[config.mk]
export PLATFORM = sky130hd
export DESIGN_NAME = pixel_blitter
export DESIGN_NICKNAME = d
export VERILOG_FILES = /design/src/rtl/pixel_blitter.sv
export SDC_FILE = /design/constraint.sdc
export NUM_CORES = 1
export LEC_CHECK = 0
export ABC_AREA = 1
export CAP_MARGIN = 20
export CORE_MARGIN = 2
export CORE_UTILIZATION = 32
export CTS_CLUSTER_DIAMETER = 60
export DETAILED_ROUTE_END_ITERATION = 10
export GPL_TIMING_DRIVEN = 1
export SETUP_SLACK_MARGIN = 0.2
export SYNTH_ARGS = -nofsm -noshare
export SYNTH_HDL_FRONTEND = slang
export SYNTH_SLANG_ARGS = --single-unit
[constraint.sdc]
create_clock -name clk -period 1.92 [get_ports clk]
set_input_delay 0.48 -clock clk [delete_from_list [all_inputs] [get_ports clk]]
set_output_delay 0.48 -clock clk [all_outputs]
set_load 0.02 [all_outputs]
[src/rtl/pixel_blitter.sv]
`default_nettype none
// ============================================================================
// pixel_blitter: fill / sprite blit engine emitting a clipped VGA pixel stream
// Revision: 1.0
// ============================================================================
module pixel_blitter #(
    parameter int SCREEN_W = 320,
    parameter int SCREEN_H = 240,
    parameter int XW       = 9,
    parameter int YW       = 8,
    parameter int SPR_W    = 16,
    parameter int SPR_H    = 16,
    parameter int ADDR_W   = 8,
    parameter int COLOUR_W = 15,
    parameter int ROM_LAT  = 1
) (
    input  logic                clk,
    input  logic                reset,
    input  logic                start,
    input  logic [1:0]          mode,
    input  logic [XW-1:0]       originX,
    input  logic [YW-1:0]       originY,
    input  logic [COLOUR_W-1:0] fill_colour,
    input  logic [COLOUR_W-1:0] key_colour,
    output logic [ADDR_W-1:0]   rom_addr,
    input  logic [COLOUR_W-1:0] rom_data,
    output logic                busy,
    output logic                done,
    output logic [XW-1:0]       X,
    output logic [YW-1:0]       Y,
    output logic [COLOUR_W-1:0] Colour,
    output logic                writeEn
);

    typedef enum logic [1:0] {
        S_IDLE  = 2'd0,
        S_SCAN  = 2'd1,
        S_DRAIN = 2'd2,
        S_DONE  = 2'd3
    } state_t;

    localparam int              C_SW_LOG      = $clog2(SPR_W);
    localparam logic [XW:0]     C_SCR_W       = (XW+1)'(SCREEN_W);
    localparam logic [YW:0]     C_SCR_H       = (YW+1)'(SCREEN_H);
    localparam logic [XW-1:0]   C_FILL_LAST_I = XW'(SCREEN_W - 1);
    localparam logic [YW-1:0]   C_FILL_LAST_J = YW'(SCREEN_H - 1);
    localparam logic [XW-1:0]   C_SPR_LAST_I  = XW'(SPR_W - 1);
    localparam logic [YW-1:0]   C_SPR_LAST_J  = YW'(SPR_H - 1);

    state_t                r_state;
    state_t                w_state_nxt;
    logic                  w_accept;

    logic [1:0]            r_mode;
    logic [XW-1:0]         r_org_x;
    logic [YW-1:0]         r_org_y;
    logic [COLOUR_W-1:0]   r_fill;
    logic [COLOUR_W-1:0]   r_key;

    logic [XW-1:0]         r_i;
    logic [YW-1:0]         r_j;
    logic                  w_last_i;
    logic                  w_last_j;
    logic                  w_last_pix;

    logic [XW:0]           w_sum_x;
    logic [YW:0]           w_sum_y;
    logic [XW:0]           r_px [1:ROM_LAT];
    logic [YW:0]           r_py [1:ROM_LAT];
    logic [ROM_LAT:1]      r_pv;

    logic                  w_in_bounds;
    logic                  w_key_hit;
    logic                  w_write;
    logic [COLOUR_W-1:0]   w_colour;

    logic                  r_busy;
    logic                  r_done;
    logic [XW-1:0]         r_x;
    logic [YW-1:0]         r_y;
    logic [COLOUR_W-1:0]   r_colour;
    logic                  r_we;

    assign w_last_i   = (r_i == ((r_mode == 2'd0) ? C_FILL_LAST_I : C_SPR_LAST_I));
    assign w_last_j   = (r_j == ((r_mode == 2'd0) ? C_FILL_LAST_J : C_SPR_LAST_J));
    assign w_last_pix = w_last_i && w_last_j;

    // Sums keep one extra bit so an off-screen pixel is never mistaken for a wrapped one.
    assign w_sum_x = {1'b0, r_org_x} + {1'b0, r_i};
    assign w_sum_y = {1'b0, r_org_y} + {1'b0, r_j};

    // SPR_W is a power of two, so j*SPR_W is a shift; mode 0 simply truncates.
    assign rom_addr = ADDR_W'(r_i) + ADDR_W'({r_j, {C_SW_LOG{1'b0}}});

    assign w_in_bounds = (r_px[ROM_LAT] < C_SCR_W) && (r_py[ROM_LAT] < C_SCR_H);
    assign w_key_hit   = r_mode[1] && (rom_data == r_key);
    assign w_write     = w_in_bounds && !w_key_hit;
    assign w_colour    = ((r_mode == 2'd0) || (r_mode == 2'd3)) ? r_fill : rom_data;

    always_comb begin
        w_state_nxt = r_state;
        w_accept    = 1'b0;
        case (r_state)
            S_IDLE: begin
                if (start) begin
                    w_accept    = 1'b1;
                    w_state_nxt = S_SCAN;
                end
            end
            S_SCAN: begin
                if (w_last_pix) begin
                    w_state_nxt = S_DRAIN;
                end
            end
            S_DRAIN: begin
                if (!(|r_pv)) begin
                    w_state_nxt = S_DONE;
                end
            end
            S_DONE: begin
                if (start) begin
                    w_accept    = 1'b1;
                    w_state_nxt = S_SCAN;
                end else begin
                    w_state_nxt = S_IDLE;
                end
            end
            default: w_state_nxt = S_IDLE;
        endcase
    end

    always_ff @(posedge clk) begin
        if (!reset) begin
            r_state  <= S_IDLE;
            r_busy   <= 1'b0;
            r_done   <= 1'b0;
            r_mode   <= 2'd0;
            r_org_x  <= '0;
            r_org_y  <= '0;
            r_fill   <= '0;
            r_key    <= '0;
            r_i      <= '0;
            r_j      <= '0;
            r_pv     <= '0;
            for (int s = 1; s <= ROM_LAT; s++) begin
                r_px[s] <= '0;
                r_py[s] <= '0;
            end
            r_x      <= '0;
            r_y      <= '0;
            r_colour <= '0;
            r_we     <= 1'b0;
        end else begin
            r_state <= w_state_nxt;
            r_busy  <= (w_state_nxt == S_SCAN) || (w_state_nxt == S_DRAIN);
            r_done  <= (w_state_nxt == S_DONE);

            if (w_accept) begin
                r_mode  <= mode;
                r_org_x <= (mode == 2'd0) ? '0 : originX;
                r_org_y <= (mode == 2'd0) ? '0 : originY;
                r_fill  <= fill_colour;
                r_key   <= key_colour;
                r_i     <= '0;
                r_j     <= '0;
            end else if ((r_state == S_SCAN) && !w_last_pix) begin
                if (w_last_i) begin
                    r_i <= '0;
                    r_j <= r_j + 1'b1;
                end else begin
                    r_i <= r_i + 1'b1;
                end
            end

            // Coordinates travel ROM_LAT stages so they meet the matching rom_data.
            r_pv[1] <= (r_state == S_SCAN);
            r_px[1] <= w_sum_x;
            r_py[1] <= w_sum_y;
            for (int s = 2; s <= ROM_LAT; s++) begin
                r_pv[s] <= r_pv[s-1];
                r_px[s] <= r_px[s-1];
                r_py[s] <= r_py[s-1];
            end

            if (r_pv[ROM_LAT]) begin
                r_x      <= r_px[ROM_LAT][XW-1:0];
                r_y      <= r_py[ROM_LAT][YW-1:0];
                r_colour <= w_colour;
                r_we     <= w_write;
            end else begin
                r_we     <= 1'b0;
            end
        end
    end

    assign busy    = r_busy;
    assign done    = r_done;
    assign X       = r_x;
    assign Y       = r_y;
    assign Colour  = r_colour;
    assign writeEn = r_we;

endmodule
`default_nettype wire

==> qor.yml <==
place_hpwl_microns: 11300
io_buffers: 109
crit_fanout: 2
ys_top_cells_by_area: "dfxtp_1, nand2_1, nor2_1"
design_area_sq_um: 8590
finalCritPeriodShare_pct: 109
maxCapViolCount: 0
grt_pass1_vias: 5219
hp-class: "flip-flop to flip-flop"
synth_top_area_cell: "dfxtp_1"
postSynthCellCount: 761
synthArstFlopShare_pct: 0
yosys.cell_count.top_type: "dfxtp_1"
start_util_pct: 32.4
hold_buffers: 0
die_area_sq_um: 19200
ant_nets: 0
postRouteWirelength_microns: 16500
hold_viol_final: 0
diodes: 0
start_kind: "flip-flop"
synthFlopType: "dfxtp_1"
die_width_microns: 138
power_frac_seq_pct: 33.4
internal_power_mw: 6.79
synth_top_area_share_pct: 42.6
synth_common_cells: "dfxtp_1, nand2_1, nor2_1"
drcViolationCount: 0
drt_pass1_iterations: 7
ys_seq_area_share_pct: 42.6
gp_congestion: 0.832
core_area_sq_um: 17800
die_y_microns: 138
pin_count: 110
fmax_mhz: 479
cts_buffer_depth: 2
wl_per_cell_microns: 14.3
status: "finished, violations left"
synthesis.nets: 859
tightest_slew_ns: 0.445
nNetsFinal: 1013
cts_buffers: 17
worst-setup-path-type: "flip-flop to output port"
cts_root_buf: "clkbuf_16"
syn_area_sq_um: 5780
ys_ff_latch: 123
drive_gt1_share_pct: 23.8
endpoint_kind: "output port"
p_sw_mw: 3.64
slew_headroom_pct: 70.3
violations: "setup timing"
powerDensity_nw_per_um2: 1210
cpPeakStageDelay_ns: 0.53
p_leak_nw: 3.91
clkPwrFrac_pct: 33.3
power_mw: 10.4
fillerInstances: 1682
cts.sinks: 123
sw_frac_of_total_pct: 34.9
rsz0062_at_grt: "true"
yosys_warnings: 0
num_rows: 49
fin_crit_ns: 2.09
regArea_sq_um: 2480
power_frac_comb_pct: 33.3
multi_input_area_sq_um: 3270
grt_antenna_before_repair: 0
fin_skew_ns: 0.00995
vias_per_cell: 4.76
path_cells: "ha_4, inv_2, fa_2, inv_2, buf_6"
grtUsageTotal_pct: 16.8
drv_slew: 0
slowest_stage: "fa_2"
ir_drop_uv: 793
grt.overflow.total: 0
grt_max_degree: 85
h-tree-depth: 4
place_area_sq_um: 7370
synth_cell_types: 39
clock_latency_ns: 0.42
vias: 5505
setup_viol: 5
synth_edf_count: 0
clk_pin_slew_ns: 0.06
area_delta_synth_final_pct: 48.5
grt_pass1_wl_microns: 26100
worst_slack_ns: -0.169
post_synth.cell_area_avg_sq_um: 7.60
required_ns: 1.44
crit_arrival_ns: 1.61
tritoncts: "yes"
critPathMostFrequentCell: "inv_2"
drtIter0Drc: 324
through the flow:
stage          cells  hold slack, ns  utilization, %  setup slack [ns]  TNS, ns
6_report        1157           0.457            48.1            -0.169   -0.345
5_1_grt         1157           0.474            48.1            -0.216    -1.05
4_1_cts         1140           0.460            45.5            -0.180   -0.381
3_5_place_dp    1102           0.445            41.3            -0.204   -0.583
3_3_place_gp    1102           0.437            41.3            -0.210   -0.563
2_1_floorplan    761           0.431               -            0.0957        0
path summary, 6_finish.rpt:
check | to | slack, ns | depth (start not counted) | from
hold / removal | Y[1] | 0.46 | 2 | r_py[1][1]
setup reg to reg | r_state[1] | -0.01 | 17 | r_j[0]
hold reg to reg | Y[1] | 0.46 | 2 | r_py[1][1]
setup / recovery | rom_addr[5] | -0.17 | 5 | r_i[4]
metal layers:
layer | up-vias | GRT usage [%] | part of all wire [%]
met3 | 19 | 5.23 | 4.9
met1 | 2526 | 22.3 | 47
met5 | - | 0 | 0
met2 | 134 | 26.7 | 47
li1 | 2826 | - | -
met4 | 0 | 4.40 | 1.1
layout by cell type, fill, tap and decap left out, types with 5 or more instances in the layout:
master and count:
dfxtp_1 114, nor2_1 112, nand2_1 88, inv_1 71, o21ai_0 69, clkdlybuf4s50_1 65, buf_4 50, a21oi_1 35
dlygate4sd2_1 35, nand3_1 25, nand2_2 24, a21oi_2 20, ha_1 18, a32o_1 17, clkbuf_16 17, o211ai_1 16
nand2_4 10, buf_6 10, inv_2 9, nand4_1 9, xor2_1 9, ha_4 9, xnor2_1 8, dfxtp_2 7
nand3_2 6, o21ai_2 6, nor2_4 5
power by group through the flow:
| stage | Combinational, mW | Clock, mW | Sequential (mW) |
|---|---|---|---|
| global route | 3.87 | 3.64 | 3.55 |
| detailed placement | 3.28 | 0 | 3.52 |
| floorplan | 1.75 | 0 | 3.68 |
| finish | 3.47 | 3.47 | 3.48 |
| CTS | 3.22 | 3.53 | 3.47 |
| global placement | 3.26 | 0 | 3.51 |
registers in the layout (all words and copies together) (netlist names), 2 cells and up:
| signal | cells |
|---|---|
| r_state | 2 |
| r_py | 9 |
| X | 9 |
| r_org_x | 9 |
| r_fill | 15 |
| r_org_y | 8 |
| r_mode | 2 |
| r_i | 9 |
| r_j | 8 |
| r_key | 15 |
| Y | 8 |
| r_px | 10 |
| Colour | 15 |
logic make-up (layout without fill, tap and decap cells):
kind of cell             count (synthesis)  after routing  synth area share [%]
XOR/XNOR                                19             19                  2.88
adder cells (fa/ha/maj)                 31             31                  7.10
flip-flops                             123            123                  42.6
AND/OR/NAND/NOR                        292            293                  21.2
AO/OA/AOI/OAI                          175            175                  17.8
buffers and inverters                  121            287                  8.42
worst max-delay path: cells and delay by family, from the launching register on:
family / cells / cell delay (ns)
buf+inv: 3 / 0.19
flops: 1 / 0.35
fa+ha+maj: 2 / 0.67
area by class of cell:
| type | instances | area share [%] |
|---|---|---|
| clock buffers | 19 | 5.27 |
| clock inverters | 13 | 2.19 |
| inverters | 83 | 3.69 |
| multi-input cells | 518 | 38.1 |
| flip-flops and latches | 123 | 28.9 |
| well taps | 229 | 3.34 |
| repair buffers | 172 | 18.5 |
repair_timing:
item / in CTS / in global routing
endpoints found under the hold margin: 0 / 0
gates cloned: 0 / 1
setup endpoints to repair: 52 / 66
gates resized for setup: 96 / 106
pin swaps: 15 / 40
setup buffers: 6 / 16
Power figures use the tool's default switching activity.
